[config.mk]
export PLATFORM = sky130hd
export DESIGN_NAME = main_control_fsm
export DESIGN_NICKNAME = d
export VERILOG_FILES = /design/src/rtl/control_pkg.sv /design/src/rtl/imm_src_decoder.sv /design/src/rtl/main_control_fsm.sv
export SDC_FILE = /design/constraint.sdc
export NUM_CORES = 1
export LEC_CHECK = 0
export BUFFER_PORTS_ARGS = -buffer_cell sky130_fd_sc_hd__buf_2
export CAP_MARGIN = 20
export CORE_AREA = 2 2 39 41
export CTS_BUF_LIST = sky130_fd_sc_hd__clkbuf_4 sky130_fd_sc_hd__clkbuf_8
export DETAILED_ROUTE_END_ITERATION = 10
export DIE_AREA = 0 0 41 43
export PLACE_DENSITY_LB_ADDON = 0.08
export SLEW_MARGIN = 0
export SYNTH_ARGS = -nofsm -noshare
export SYNTH_HDL_FRONTEND = slang
export SYNTH_SLANG_ARGS = --single-unit
[constraint.sdc]
create_clock -name clk -period 2.75 [get_ports clk]
set_input_delay 0.1375 -clock clk [delete_from_list [all_inputs] [get_ports clk]]
set_output_delay 0.1375 -clock clk [all_outputs]
set_load 0.05 [all_outputs]
[src/rtl/control_pkg.sv]
// Shared encodings for the multicycle RV32I-subset controller and the ALU-control decoder.
// Holds the state enum, opcode constants, datapath select encodings and the per-state control word.
package control_pkg;

  typedef enum logic [3:0] {
    FETCH    = 4'd0,
    DECODE   = 4'd1,
    MEMADR   = 4'd2,
    MEMREAD  = 4'd3,
    MEMWB    = 4'd4,
    MEMWRITE = 4'd5,
    EXECUTER = 4'd6,
    EXECUTEI = 4'd7,
    ALUWB    = 4'd8,
    BEQ      = 4'd9,
    JAL      = 4'd10
  } state_t;

  localparam logic [6:0] OP_LW     = 7'b0000011;
  localparam logic [6:0] OP_SW     = 7'b0100011;
  localparam logic [6:0] OP_RTYPE  = 7'b0110011;
  localparam logic [6:0] OP_ITYPE  = 7'b0010011;
  localparam logic [6:0] OP_BRANCH = 7'b1100011;
  localparam logic [6:0] OP_JAL    = 7'b1101111;

  localparam logic [2:0] F3_ADDI = 3'b000;
  localparam logic [2:0] F3_BEQ  = 3'b000;

  localparam logic [1:0] ALUOP_ADD   = 2'b00;
  localparam logic [1:0] ALUOP_SUB   = 2'b01;
  localparam logic [1:0] ALUOP_FUNCT = 2'b10;

  localparam logic [1:0] RES_ALUOUT    = 2'b00;
  localparam logic [1:0] RES_DATA      = 2'b01;
  localparam logic [1:0] RES_ALURESULT = 2'b10;

  localparam logic [1:0] SRCA_PC    = 2'b00;
  localparam logic [1:0] SRCA_OLDPC = 2'b01;
  localparam logic [1:0] SRCA_RD1   = 2'b10;

  localparam logic [1:0] SRCB_RD2  = 2'b00;
  localparam logic [1:0] SRCB_IMM  = 2'b01;
  localparam logic [1:0] SRCB_FOUR = 2'b10;

  localparam logic [1:0] IMM_I = 2'b00;
  localparam logic [1:0] IMM_S = 2'b01;
  localparam logic [1:0] IMM_B = 2'b10;
  localparam logic [1:0] IMM_J = 2'b11;

  typedef struct packed {
    logic       pc_update;
    logic       branch;
    logic       adr_src;
    logic       ir_write;
    logic       mem_write;
    logic       reg_write;
    logic [1:0] result_src;
    logic [1:0] alu_src_a;
    logic [1:0] alu_src_b;
    logic [1:0] alu_op;
  } ctrl_t;

  // Moore decode: the control word depends on the state alone.
  function automatic ctrl_t state_ctrl(input state_t s);
    ctrl_t c;
    c = '0;
    case (s)
      FETCH: begin
        c.ir_write   = 1'b1;
        c.pc_update  = 1'b1;
        c.alu_src_a  = SRCA_PC;
        c.alu_src_b  = SRCB_FOUR;
        c.alu_op     = ALUOP_ADD;
        c.result_src = RES_ALURESULT;
        c.adr_src    = 1'b0;
      end
      DECODE: begin
        c.alu_src_a = SRCA_OLDPC;
        c.alu_src_b = SRCB_IMM;
        c.alu_op    = ALUOP_ADD;
      end
      MEMADR: begin
        c.alu_src_a = SRCA_RD1;
        c.alu_src_b = SRCB_IMM;
        c.alu_op    = ALUOP_ADD;
      end
      MEMREAD: begin
        c.adr_src    = 1'b1;
        c.result_src = RES_ALUOUT;
      end
      MEMWB: begin
        c.result_src = RES_DATA;
        c.reg_write  = 1'b1;
      end
      MEMWRITE: begin
        c.adr_src    = 1'b1;
        c.result_src = RES_ALUOUT;
        c.mem_write  = 1'b1;
      end
      EXECUTER: begin
        c.alu_src_a = SRCA_RD1;
        c.alu_src_b = SRCB_RD2;
        c.alu_op    = ALUOP_FUNCT;
      end
      EXECUTEI: begin
        // Plain add keeps immediate bit 30 from ever selecting subtract.
        c.alu_src_a = SRCA_RD1;
        c.alu_src_b = SRCB_IMM;
        c.alu_op    = ALUOP_ADD;
      end
      ALUWB: begin
        c.result_src = RES_ALUOUT;
        c.reg_write  = 1'b1;
      end
      BEQ: begin
        c.alu_src_a  = SRCA_RD1;
        c.alu_src_b  = SRCB_RD2;
        c.alu_op     = ALUOP_SUB;
        c.result_src = RES_ALUOUT;
        c.branch     = 1'b1;
      end
      JAL: begin
        c.alu_src_a  = SRCA_OLDPC;
        c.alu_src_b  = SRCB_FOUR;
        c.alu_op     = ALUOP_ADD;
        c.result_src = RES_ALUOUT;
        c.pc_update  = 1'b1;
      end
      default: c = '0;
    endcase
    return c;
  endfunction

endpackage

[src/rtl/imm_src_decoder.sv]
// Combinational opcode-to-immediate-format decode; unsupported opcodes fall back to I-format.
module imm_src_decoder
  import control_pkg::*;
(
  input  logic [6:0] op,
  output logic [1:0] imm_src
);

  always_comb begin
    // NOTE: every always_comb output gets a default first so no latch is inferred.
    imm_src = IMM_I;
    case (op)
      OP_LW, OP_ITYPE: imm_src = IMM_I;
      OP_SW:           imm_src = IMM_S;
      OP_BRANCH:       imm_src = IMM_B;
      OP_JAL:          imm_src = IMM_J;
      default:         imm_src = IMM_I;
    endcase
  end

endmodule

[src/rtl/main_control_fsm.sv]
// Multicycle main controller: Moore FSM sequencing fetch/decode/execute/memory/writeback,
// driving datapath enables and selects, and flagging unsupported instructions.
module main_control_fsm
  import control_pkg::*;
(
  input  logic       clk,
  input  logic       reset,
  input  logic [6:0] op,
  input  logic [2:0] funct3,
  input  logic       Zero,
  output logic       PCWrite,
  output logic       AdrSrc,
  output logic       IRWrite,
  output logic       MemWrite,
  output logic       RegWrite,
  output logic [1:0] ResultSrc,
  output logic [1:0] ALUSrcA,
  output logic [1:0] ALUSrcB,
  output logic [1:0] ALUOp,
  output logic [1:0] ImmSrc,
  output logic       IllegalOp
);

  state_t     state_q, state_d;
  logic       illegal_q, illegal_d;
  logic       supported;
  logic [1:0] imm_src_raw;
  ctrl_t      ctrl;

  imm_src_decoder u_imm_src_decoder (
    .op      (op),
    .imm_src (imm_src_raw)
  );

  always_comb begin
    supported = 1'b0;
    case (op)
      OP_LW, OP_SW, OP_RTYPE, OP_JAL: supported = 1'b1;
      OP_ITYPE:                       supported = (funct3 == F3_ADDI);
      OP_BRANCH:                      supported = (funct3 == F3_BEQ);
      default:                        supported = 1'b0;
    endcase
  end

  always_comb begin
    state_d   = FETCH;
    illegal_d = illegal_q;
    case (state_q)
      FETCH:  state_d = DECODE;
      DECODE: begin
        if (!supported) begin
          state_d   = FETCH;
          illegal_d = 1'b1;
        end else begin
          case (op)
            OP_LW, OP_SW: state_d = MEMADR;
            OP_RTYPE:     state_d = EXECUTER;
            OP_ITYPE:     state_d = EXECUTEI;
            OP_BRANCH:    state_d = BEQ;
            OP_JAL:       state_d = JAL;
            default:      state_d = FETCH;
          endcase
        end
      end
      MEMADR:   state_d = (op == OP_LW) ? MEMREAD : MEMWRITE;
      MEMREAD:  state_d = MEMWB;
      EXECUTER: state_d = ALUWB;
      EXECUTEI: state_d = ALUWB;
      JAL:      state_d = ALUWB;
      MEMWB, MEMWRITE, ALUWB, BEQ: state_d = FETCH;
      default:  state_d = FETCH;
    endcase
  end

  // NOTE: sequential state uses non-blocking assignments only.
  always_ff @(posedge clk) begin
    if (reset) begin
      state_q   <= FETCH;
      illegal_q <= 1'b0;
    end else begin
      state_q   <= state_d;
      illegal_q <= illegal_d;
    end
  end

  // Outputs are forced low while reset is high so an aborted instruction issues no strobes.
  always_comb begin
    ctrl = reset ? '0 : state_ctrl(state_q);
  end

  assign PCWrite   = ctrl.pc_update | (ctrl.branch & Zero);
  assign AdrSrc    = ctrl.adr_src;
  assign IRWrite   = ctrl.ir_write;
  assign MemWrite  = ctrl.mem_write;
  assign RegWrite  = ctrl.reg_write;
  assign ResultSrc = ctrl.result_src;
  assign ALUSrcA   = ctrl.alu_src_a;
  assign ALUSrcB   = ctrl.alu_src_b;
  assign ALUOp     = ctrl.alu_op;
  assign ImmSrc    = reset ? IMM_I : imm_src_raw;
  assign IllegalOp = illegal_q & ~reset;

endmodule

== Word level (Yosys, flattened, before mapping) ==
Cells that the tools add are included.
W data, S select, Z words.
Storage, ports and cells
  register bits after elaboration: 5
  latch bits: 0
  memory bits (writable): 0
  ROM bits: 0
  input bits: 13
  output and inout bits: 16
  word-level logic and storage cells: 50
  memories kept: 0
Operators by class
  add/sub/neg operators: 0
  $mul: 0
  div/mod/pow operators: 0
  order comparisons: 0
  equal/unequal tests: 16
  shift operators: 0
  muxes and demuxes: 16
  bitwise operators: 5
  reduce and logical (&&, ||, !) cells: 11
Operator list (number)
  $pmux W4 S5: 2
  $pmux W6 S6: 1
  $eq A4 B3 Y1 const B: 4
  $eq A7 B6 Y1 const B: 2
  $eq A7 B7 Y1 const B: 2
  $mux W14: 1
  $eq A4 B4 Y1 const B: 3
  $reduce_or A2 Y1: 6
  $eq A4 B2 Y1 const B: 2
  $eq A7 B2 Y1 const B: 1
  $eq A7 B5 Y1 const B: 1
  $mux W1: 6
  $pmux W2 S3: 1
  $eq A4 B1 Y1 const B: 1
  $logic_not A4 Y1: 1
  $mux W4: 1
  $pmux W2 S2: 1
  $reduce_or A4 Y1: 1
  $logic_not A3 Y1: 1
  $mux W3: 1
  $reduce_or A3 Y1: 1
  $and A1 B1 Y1: 2
  $mux W2: 1
  $not A1 Y1: 2
  other kinds (3): 3

== Logic depth before layout (Yosys ltp) ==
  depth in word-level cells: 6
  depth in mapped cells: 5
  depth with buffers taken out: 4

== Hierarchy ==
Synthesis repeated with hierarchy kept, for this count alone.
Second synthesis, totals
  cell total of the unflattened synthesis: 85
  area total of the unflattened synthesis: 653.1 um^2
By module, submodules not included
  main_control_fsm: times used 1, cells each 79, area each 609.3 um^2, seq. area each 100.1 um^2
  imm_src_decoder: times used 1, cells each 6, area each 43.8 um^2, seq. area each 0.0 um^2

== Worst setup path before layout ==
Ideal clock, no wire load.
  kind: register -> output
  from: reg state_q[3]
  to: out PCWrite
  arrival time: 2.832 ns
  data required time: 2.612 ns
  path slack: -0.219 ns
  cell stages (with the launch flop): 5
  buffers on the path: 1
  path through: dfxtp_1 > clkbuf_1 > inv_1 > nor4_1 > a21o_1
Between the ends
  word-level cells in the longest chain between the ends: 5
  elaborated cells on any way between the ends: 9
  those cells by class: eq/ne: 2; mux: 3; bitwise: 2; reduce/logical: 2
Ends and longest elaborated chain
  start: declaration: RTL line main_control_fsm.sv:24  | state_t state_q, state_d;
  start signal: assignment: RTL line main_control_fsm.sv:81  | state_q <= state_d;
  $eq A4 B4 Y1 / $logic_not A4 Y1 (equally long branches): RTL line control_pkg.sv:67  | case (s)
  $reduce_or A2 Y1 (no line) / $mux W1 (equally long branches)
  $mux W1 / $mux W14 (equally long branches): RTL line control_pkg.sv:67, main_control_fsm.sv:88
  $mux W14 *: RTL line main_control_fsm.sv:88  | ctrl = reset ? '0 : state_ctrl(state_q);
  $or A1 B1 Y1 *: RTL line main_control_fsm.sv:91  | assign PCWrite = ctrl.pc_update | (ctrl.branch & Zero);
  end: declaration: RTL line main_control_fsm.sv:11  | output logic PCWrite,
Mark *: on every way between the ends. The rest lies on a longest branch, timed or not.

== Worst setup path after layout ==
  from: reg state_q[0]
  to: out ALUSrcA[1]
Between the ends
  word-level cells in the longest chain between the ends: 4
  elaborated cells on any way between the ends: 10
  those cells by class: eq/ne: 6; mux: 2; reduce/logical: 2
Ends and longest elaborated chain
  $eq A4 B3 Y1 / $eq A4 B2 Y1 (equally long branches): RTL line control_pkg.sv:67
  $reduce_or A2 Y1 (no line)
  $pmux W6 S6 *: RTL line control_pkg.sv:67
  $mux W14 *: RTL line main_control_fsm.sv:88
  end: declaration: RTL line main_control_fsm.sv:17  | output logic [1:0] ALUSrcA,
Marks and branches as above.

==> Flow_metrics.wiki <==
{| class="wikitable"
! Metric !! Value
|-
| Number of vias in the routed layout || 660
|-
| Pleak || about 0.33 nW
|-
| Area share of xor/xnor cells in the synthesized design || 4.751%
|-
| Antenna Violating Nets Remaining || 0
|-
| Unrepaired setup endpoints after global routing || no
|-
| Count of clock tree sinks || 5
|-
| Number of design-rule violations left by the first detailed-router iteration || 2
|-
| Number of diodes || 0
|-
| Wire length of the first global-routing pass || 2.159 mm
|-
| Syn_area_per_cell || 7.090 um2
|-
| Clock transition at path regs || about 0.04 ns
|-
| Final setup skew || 0.004244 ns
|-
| Relative slew margins || 64.92%
|-
| Slew @ Worst Pin || roughly 0.53 ns
|-
| Overall overflow remaining after global route || 0
|-
| Ratio of total power to cell area || 337.1 mW/mm2
|-
| Cells after synthesis || 78
|-
| Slew Limit Fails || 0
|-
| Part of the Yosys area used for sequential elements || 18.10%
|-
| Share of final-layout standard cells stronger than drive strength 1 || 36.89%
|-
| Net count after synthesis || 91
|-
| Mux cell area share after synthesis || 0%
|-
| Tot GR Track Use || 17.51%
|-
| Weighted congestion at the end of routability-driven global placement || 0.7290
|-
| # resized after CTS || 0
|-
| Post-Synth Adder-Cell Area || 0%
|-
| Clock latency on the worst-skew pair || 0.24 ns
|-
| Number of enable-type register cells in the synthesized netlist || 0
|-
| Via count of the first global-routing pass || 559
|-
| WP data required || ~2.6 ns
|-
| Post-synthesis cell type count || 39
|-
| Overall die height || 43 um
|-
| Postcts setup bufs || 0
|-
| Cts bufs inserted || 3
|-
| Type of the most critical hold path || in2reg
|-
| Number of detailed-route iterations in the first pass || 4
|-
| Sequence of cells on the critical path || inv_2 -> or4_1 -> a21oi_1 -> buf_2
|-
| Post-DP HPWL || 1.055 mm
|-
| Horiz. Die Dim || 41 um
|-
| CP Class || reg2out
|-
| Average via count per standard cell || approximately 5.5
|-
| Aggregate routed wire length || ~1.3 mm
|-
| Initial antenna violation count || 0
|-
| Number of hold buffers added after CTS || 0
|-
| Synthesis Warnings || 0
|-
| Total die area || 0.001763 mm2
|-
| Slowest cell on crit path || sky130_fd_sc_hd__dfxtp_1
|-
| Worst vdd ir || roughly 0.00035 V
|-
| Core Area || 0.001384 mm2
|-
| Type of element capturing the critical path || output pin
|-
| Main combinational cell family by area after synthesis || simple AND/OR/NAND/NOR gates
|-
| Outcome || completed
|-
| Setup WS post-layout || 0.7798 ns
|-
| Top FF cell, synth || sky130_fd_sc_hd__dfxtp_1
|-
| Critical path data arrival time || 1.83 ns
|-
| Buffers and inverters on the worst path || 2
|-
| Area added between synthesis and finish || 29.86%
|-
| Worst slack after detailed placement || around 1.0 ns
|-
| Clock tree root buffer cell || sky130_fd_sc_hd__clkbuf_4
|-
| Startpoint types || register
|-
| Time the final worst path needs with I/O delays and setup || 1.970 ns
|-
| Synthesis-stage register bit count || 5
|-
| Mean routed wirelength per cell || 11.31 um
|-
| Nets@finish || 117
|-
| Share of the clock period used by the worst path after layout || 71.64%
|-
| Port bufs || 28
|-
| Post-synthesis instance area || 553.0 um2
|-
| DRC violation count after routing || 0
|-
| CTS tree || built
|-
| Starting utilization of the core area || 39.96%
|-
| Count of standard-cell rows || 14
|-
| Worst Path Max Fanout || 12
|-
| Fraction of the mapped netlist area in compound gates || between 20% and 30%
|-
| Crit-path max cell delay || 0.57 ns
|-
| Reported max-cap violation count || 0
|-
| Final setup violating endpoints || 0
|-
| Most common library cell in the layout ignoring fill and taps || sky130_fd_sc_hd__buf_2
|-
| Setup TNS || 0 ns
|-
| Async set-reset flop share out of synthesis || 0%
|-
| Commonest non-fill, non-tap cells in the layout || 28 x sky130_fd_sc_hd__buf_2, 7 x sky130_fd_sc_hd__nor2_1, 7 x sky130_fd_sc_hd__nor3_1
|-
| Ports placed on the boundary || 29
|-
| Number of buffers on the longest clock path || 2
|-
| Synth Area in Simple Gates || 44.12%
|-
| Worst hold margin || 0.2337 ns
|-
| Fillers || 151
|-
| Number of H-tree branching levels || 1
|-
| Hold Fails Final Rpt || 0
|-
| Family with the most delay on the worst path || flip-flops
|-
| Max Clock Freq || 0.5076 GHz
|-
| Maximum number of pins on one net before global-route repair || 17
|}
[worst register-to-register path: cells and delay by family (launching register included)]
kind,cells,cell delay (ns)
simple gates,2,0.64
compound gates,1,0.20
flops,1,0.44
[kinds of logic after synthesis]
family                    Yosys count
xor gates and xnor gates            3
AOI/OAI and AO/OA                  18
and+or+nand+nor                    42
buffers and inverters              10
DFF                                 5
[through the flow]
step                instance area [um2]  power [W]  util (%)  cells
detailed placement                688.2  0.0001505     49.73    115
CTS                               718.2  0.0002452     51.90    119
global placement                  688.2  0.0001502     49.73    115
global route                      718.2  0.0002595     51.90    119
finish                            718.2  0.0002421     51.90    119
floorplan                         559.3  0.0001302         -     78
[registers in the layout, summed over array words and instances, names as in the netlist]
signal,flops
illegal_q,1
state_q,4
[layer usage]
metal | GRT usage, % | up-vias | part of all wire, %
met2 | 26.56 | 25 | 47
met5 | 0 | - | 0
met3 | 6.283 | 0 | 7.9
li1 | - | 341 | -
met1 | 22.98 | 294 | 45
met4 | 4.000 | 0 | 0
[cell usage after synthesis (2+ instances only)]
cell type	n	area share, %
sky130_fd_sc_hd__a21oi_1	5	4.5
sky130_fd_sc_hd__and3_1	2	2.3
sky130_fd_sc_hd__clkbuf_1	4	2.7
sky130_fd_sc_hd__dfxtp_1	5	18
sky130_fd_sc_hd__inv_1	2	1.4
sky130_fd_sc_hd__nand2_1	5	3.4
sky130_fd_sc_hd__nand2b_1	2	2.3
sky130_fd_sc_hd__nor2_1	7	4.8
sky130_fd_sc_hd__nor3_1	7	6.3
sky130_fd_sc_hd__nor3b_1	3	4.1
sky130_fd_sc_hd__nor4_1	4	4.5
sky130_fd_sc_hd__o21ai_0	2	1.8
sky130_fd_sc_hd__or3_1	3	3.4
sky130_fd_sc_hd__xor2_1	2	3.2
[cell type report]
| cell class | count | area (um2) | share of cell area [%] |
|---|---|---|---|
| multi-input cells | 63 | 416.7 | 58.01 |
| inverters | 3 | 11.26 | 1.568 |
| flip-flops and latches | 5 | 100.1 | 13.94 |
| repair buffers | 28 | 140.1 | 19.51 |
| clock buffers | 4 | 30.03 | 4.181 |
| well taps | 16 | 20.02 | 2.787 |
[path summary, 6_finish.rpt]
path / from / end / slack, ns / cells after the start
setup / recovery: state_q[0] / ALUSrcA[1] / 0.78 / 4
hold / removal: op[4] / state_q[2] / 0.23 / 3
setup reg to reg: state_q[2] / state_q[0] / 1.37 / 3
hold reg to reg: illegal_q / illegal_q / 0.58 / 2
[report_power, final]
part | switching (W) | internal, W | leakage (nW)
logic | 0.0000483 | 0.0000215 | 0.275
clock network | 0.0000284 | 0.0000646 | 0.0184
registers | 0.00000391 | 0.0000754 | 0.0409
total | 0.0000806 | 0.000161 | 0.334
No activity file was read; power rests on OpenSTA's default activity.
